**config.mk**
```make
export PLATFORM = sky130hd
export DESIGN_NAME = dsram_bridge
export DESIGN_NICKNAME = d
export VERILOG_FILES = /design/src/rtl/dsram_bridge_pkg.sv /design/src/rtl/dsram_bridge.sv
export SDC_FILE = /design/constraint.sdc
export NUM_CORES = 1
export LEC_CHECK = 0
export CAP_MARGIN = 20
export CORE_MARGIN = 8
export CORE_UTILIZATION = 40
export DETAILED_ROUTE_END_ITERATION = 10
export PLACE_DENSITY = 0.76
export SKIP_CTS_REPAIR_TIMING = 1
export SYNTH_ARGS = -nofsm -noshare
export SYNTH_HDL_FRONTEND = slang
export SYNTH_SLANG_ARGS = --single-unit
```
**constraint.sdc**
```tcl
create_clock -name clk -period 2 [get_ports clk]
set_input_delay 0.4 -clock clk [delete_from_list [all_inputs] [get_ports clk]]
set_output_delay 0.4 -clock clk [all_outputs]
set_load 0.03 [all_outputs]
```
**src/rtl/dsram_bridge_pkg.sv**
```systemverilog
// Shared definitions for the data-SRAM bridge: FSM state encodings,
// bus transfer size codes and the write-enable to size decode.
package dsram_bridge_pkg;

  typedef enum logic [1:0] {
    DSB_IDLE = 2'd0,
    DSB_ADDR = 2'd1,
    DSB_DATA = 2'd2,
    DSB_DONE = 2'd3
  } dsb_state_e;

  localparam logic [1:0] SIZE_BYTE = 2'd0;
  localparam logic [1:0] SIZE_HALF = 2'd1;
  localparam logic [1:0] SIZE_WORD = 2'd2;

  // Reads (no strobes) and full-word writes are word transfers; the two
  // aligned halves are half transfers; anything else is treated as a byte.
  function automatic logic [1:0] wen_to_size(input logic [3:0] wen);
    logic [1:0] size;
    case (wen)
      4'b0000, 4'b1111: size = SIZE_WORD;
      4'b0011, 4'b1100: size = SIZE_HALF;
      default:          size = SIZE_BYTE;
    endcase
    return size;
  endfunction

endpackage

```
**src/rtl/dsram_bridge.sv**
```systemverilog
// Bridge from the core's synchronous data-SRAM port to a variable-latency
// SRAM-like bus (req/addr_ok/data_ok). One bus access is issued per core
// request; stallreq holds the pipeline until data_ok, and read data is
// registered so the MEM stage sees it stable after the stall releases.
//
// Ports:
//   clk, rst            core clock; asynchronous active-low reset
//   data_sram_en/wen/addr/wdata   core request (held while stalled)
//   data_sram_rdata     registered read data to MEM
//   stallreq            stall request to CTRL
//   bus_req/wr/size/wstrb/addr/wdata   bus request side (regs stable during req)
//   bus_addr_ok/data_ok/rdata          bus response side
module dsram_bridge
  import dsram_bridge_pkg::*;
#(
  parameter int ADDR_W = 32,
  parameter int DATA_W = 32
) (
  input  logic                clk,
  input  logic                rst,
  input  logic                data_sram_en,
  input  logic [DATA_W/8-1:0] data_sram_wen,
  input  logic [ADDR_W-1:0]   data_sram_addr,
  input  logic [DATA_W-1:0]   data_sram_wdata,
  output logic [DATA_W-1:0]   data_sram_rdata,
  output logic                stallreq,
  output logic                bus_req,
  output logic                bus_wr,
  output logic [1:0]          bus_size,
  output logic [DATA_W/8-1:0] bus_wstrb,
  output logic [ADDR_W-1:0]   bus_addr,
  output logic [DATA_W-1:0]   bus_wdata,
  input  logic                bus_addr_ok,
  input  logic                bus_data_ok,
  input  logic [DATA_W-1:0]   bus_rdata
);

  dsb_state_e state_reg;
  dsb_state_e state_next;
  logic       start_access;
  logic       read_done;

  // State register
  always_ff @(posedge clk or negedge rst) begin
    if (!rst) begin
      state_reg <= DSB_IDLE;
    end else begin
      state_reg <= state_next;
    end
  end

  // Next-state logic. data_ok is only honoured once addr_ok has been seen
  // (same cycle or later); in DONE the still-asserted en belongs to the
  // access just finished, so it is not reissued.
  always_comb begin
    state_next = state_reg;
    case (state_reg)
      DSB_IDLE: if (data_sram_en) state_next = DSB_ADDR;
      DSB_ADDR: begin
        if (bus_addr_ok && bus_data_ok) state_next = DSB_DONE;
        else if (bus_addr_ok)           state_next = DSB_DATA;
      end
      DSB_DATA: if (bus_data_ok) state_next = DSB_DONE;
      DSB_DONE: state_next = DSB_IDLE;
      default:  state_next = DSB_IDLE;
    endcase
  end

  // Outputs. stallreq rises in the same cycle en is seen in IDLE so the
  // pipeline freezes before the request is even on the bus; it is masked by
  // reset so all outputs read zero while rst is low.
  always_comb begin
    stallreq = 1'b0;
    bus_req  = 1'b0;
    case (state_reg)
      DSB_IDLE: stallreq = data_sram_en;
      DSB_ADDR: begin
        stallreq = 1'b1;
        bus_req  = 1'b1;
      end
      DSB_DATA: stallreq = 1'b1;
      default:  stallreq = 1'b0;
    endcase
    stallreq = stallreq & rst;
  end

  assign start_access = (state_reg == DSB_IDLE) && data_sram_en;
  assign read_done    = !bus_wr && bus_data_ok &&
                        (((state_reg == DSB_ADDR) && bus_addr_ok) ||
                         (state_reg == DSB_DATA));

  // Request registers load only when leaving IDLE, so they cannot move while
  // bus_req is high. Read data is captured only on a read completion.
  always_ff @(posedge clk or negedge rst) begin
    if (!rst) begin
      bus_wr          <= 1'b0;
      bus_size        <= SIZE_BYTE;
      bus_wstrb       <= '0;
      bus_addr        <= '0;
      bus_wdata       <= '0;
      data_sram_rdata <= '0;
    end else begin
      if (start_access) begin
        bus_wr    <= |data_sram_wen;
        bus_size  <= wen_to_size(data_sram_wen);
        bus_wstrb <= data_sram_wen;
        bus_addr  <= data_sram_addr;
        bus_wdata <= data_sram_wdata;
      end
      if (read_done) begin
        data_sram_rdata <= bus_rdata;
      end
    end
  end

endmodule
```
==> flow_metrics.tcl, run 1 <==
set metrics [dict create \
    finalCritPeriodShare_pct 98.9 \
    maxCapViolCount 0 \
    synth_top_area_share_pct 62.6 \
    synth_top_family_by_area "multiplexers" \
    fin_hold_ws_ns 0.0792 \
    dieWidth_um 118 \
    fin_nets 576 \
    slowest_stage "dfrtp_2" \
    slew_headroom_pct 62.0 \
    yosys.area_share.simple_pct 2.33 \
    placement.cell_area_um2 6500 \
    synth-edff-count 0 \
    synth-xor-area-share_pct 0 \
    synth.most_common_cell "dfrtp_1" \
    htree_levels 3 \
    vias_per_cell 4.71 \
    yosysWarnings 0 \
    grt_setup_unrepaired "true" \
    crit_arrival_ns 1.58 \
    cts_made_buffers 9 \
    synth_seq_cells 105 \
    timing.rr.end "data_sram_rdata[5]" \
    rr_startpoint "state_reg[1]" \
    cts_tree "yes" \
    worst-r2r-setup-slack_ns 0.23 \
    final.setup_skew_ns 0.0107 \
    io_pins 210 \
    start_util_pct 41.0 \
    cts_root_buffer "clkbuf_8" \
    first_global_vias 3214 \
    hp-class "in -> async" \
    portBuffers 209 \
    drive_gt1_share_pct 28.3 \
    first_pass_iters 4 \
    place.gp.congestion 0.708 \
    grt_pass1_wl_um 17900 \
    p_leak_uw 0.00286 \
    yosys.cell_types.count 23 \
    r2r.worst_path.cells 6 \
    synth_area_leaders "dfrtp_1, mux2_2, mux2_4" \
    finalSetupTns_ns 0 \
    die_area_um2 14000 \
    crit_type "reg -> out" \
    grt_overflow 0 \
    synth.area.mux_share_pct 29.8 \
    antenna_found_initial 0 \
    grt_use_total_pct 15.8 \
    reg_top3 "bus_addr: 32 flops, bus_wdata: 32 flops, data_sram_rdata: 32 flops" \
    synth_seq_area_share_pct 62.6 \
    slowest_delay_ns 0.43 \
    slew_violations 0 \
    vias 2852 \
    status "completed" \
    endpoint_kind "output port" \
    fin_crit_ns 1.98 \
    finalHoldViolations 0 \
    first_iter_violations 139 \
    yosys.area_share.adder_pct 1.79 \
    ir_drop_uv 921 \
    syn_inst 249 \
    fp-row-count 37 \
    grt_max_degree 106 \
    yosys_most_used_dff "dfrtp_1" \
    route.detailed.drc 0 \
    layoutNonFillerInstCount 606 \
    required_ns 1.60 \
    crit_path_start_kind "flop" \
    coreArea_um2 10200 \
    p_total_uw 12100 \
    synth.net_count 360 \
    synth-compound-area-share_pct 1.49 \
    fp.dieH_um 118 \
    async_flop_share_pct 100 \
    wl_per_cell_um 18.4 \
    cp_max_fo 5 \
    pwr_density_cell_nw_per_um2 1800 \
    synth_area_per_cell_um2 16.8 \
    finalWirelength_um 11100 \
    setup_viol 0 \
    cts_num_sinks 105 \
    syn_to_final_growth_pct 60.3 \
    synth_area_um2 4190 \
    antenna_cells 0 \
    crit_chain "inv_4 -> ha_4 -> a21oi_1 -> nor3b_1 -> buf_4 -> buf_12" \
    cts.clk_slew.worst_paths_ns 0.10 \
    fmax_mhz 505 \
    netlist_top_cells_count "dfrtp_1, mux2_2, mux2_4" \
    fin_area_um2 6720 \
    synth_top_cell_by_area "dfrtp_1" \
    place_hpwl_um 8440 \
    clock_latency_ns 0.35 \
    placedCellCount 590 \
    ant_nets 0 \
    ctsLongestPathBuffers 2 \
    worstMarginPinSlew_ns 0.570 \
]
[stage by stage]
stage	utilization [%]	worst slack, ns
after floorplan	-	0.0712
after global placement	63.5	0.0737
after detailed placement	63.5	0.0460
after CTS	65.5	-0.225
after global routing	65.7	-0.115
final	65.7	0.0217
[kinds of logic (layout without fill, tap and decap cells)]
logic type                 count (synthesis)  count (layout)
adders and majority gates                  6               6
muxes                                    101             101
and+or+nand+nor                           15              15
buffers and inverters                     13             234
DFF                                      105             105
AOI/OAI and AO/OA                          9               9
[critical path, delay by kind of cell (launching register included)]
kind                     cells  cell delay (ns)
AND/OR/NAND/NOR              1             0.17
AO/OA/AOI/OAI                1             0.04
adder cells (fa/ha/maj)      1             0.26
buffers and inverters        3             0.33
flip-flops                   1             0.43
[where the power goes]
part           internal [uW]  leakage (uW)  total, uW  switching [uW]
Clock                    622     0.0000962       1360             734
Combinational           3410       0.00151       6940            3540
Sequential              3220       0.00125       3810             597
[worst max-delay path by stage]
stage                            start            endpoint  slack, ns  cells past startpoint
final                     state_reg[0]            stallreq       0.02                      6
after detailed placement   bus_addr_ok  data_sram_rdata[6]       0.05                      5
after floorplan           state_reg[0]            stallreq       0.07                      4
after global routing      state_reg[0]            stallreq      -0.11                      6
after CTS                 state_reg[1]             bus_req      -0.22                      3
after global placement     bus_addr_ok  data_sram_rdata[5]       0.07                      5
[layout by cell type (no fill, tap or decap), types with 2 or more instances in the layout]
cell type,n
buf_12,5
buf_4,4
clkbuf_8,10
clkdlybuf4s50_1,206
clkinvlp_4,2
dfrtp_1,103
dfrtp_2,2
ha_1,5
mux2_2,71
mux2_4,30
nand2_1,3
nand2b_1,3
nor2_1,2
o21ai_0,3
[layout make-up]
cell class,instances,area [um^2]
clock buffers,11,141
repair buffers,216,2200
clock inverters,5,62.6
multi-input cells,131,1510
flip-flops and latches,105,2630
fillers,775,3510
well taps,136,170
inverters,2,10.0
[metal layers]
metal / vias up / global-route usage, % / wire (um)
met5: - / 0 / 0
met4: 0 / 4.51 / 121
met3: 11 / 8.14 / 1270
met2: 119 / 26.2 / 5440
met1: 1415 / 17.5 / 4300
li1: 1307 / - / -
Power figures use the tool's default switching activity.
==> run 2: changes to the inputs <==
--- a/config.mk
+++ b/config.mk
@@ -14,3 +14,4 @@
 export SYNTH_ARGS = -nofsm -noshare
 export SYNTH_HDL_FRONTEND = slang
 export SYNTH_SLANG_ARGS = --single-unit
+export TNS_END_PERCENT = 100
==> results of run 2 <==
Same layout as run 1: the final DEF is identical, and so are final timing and power.
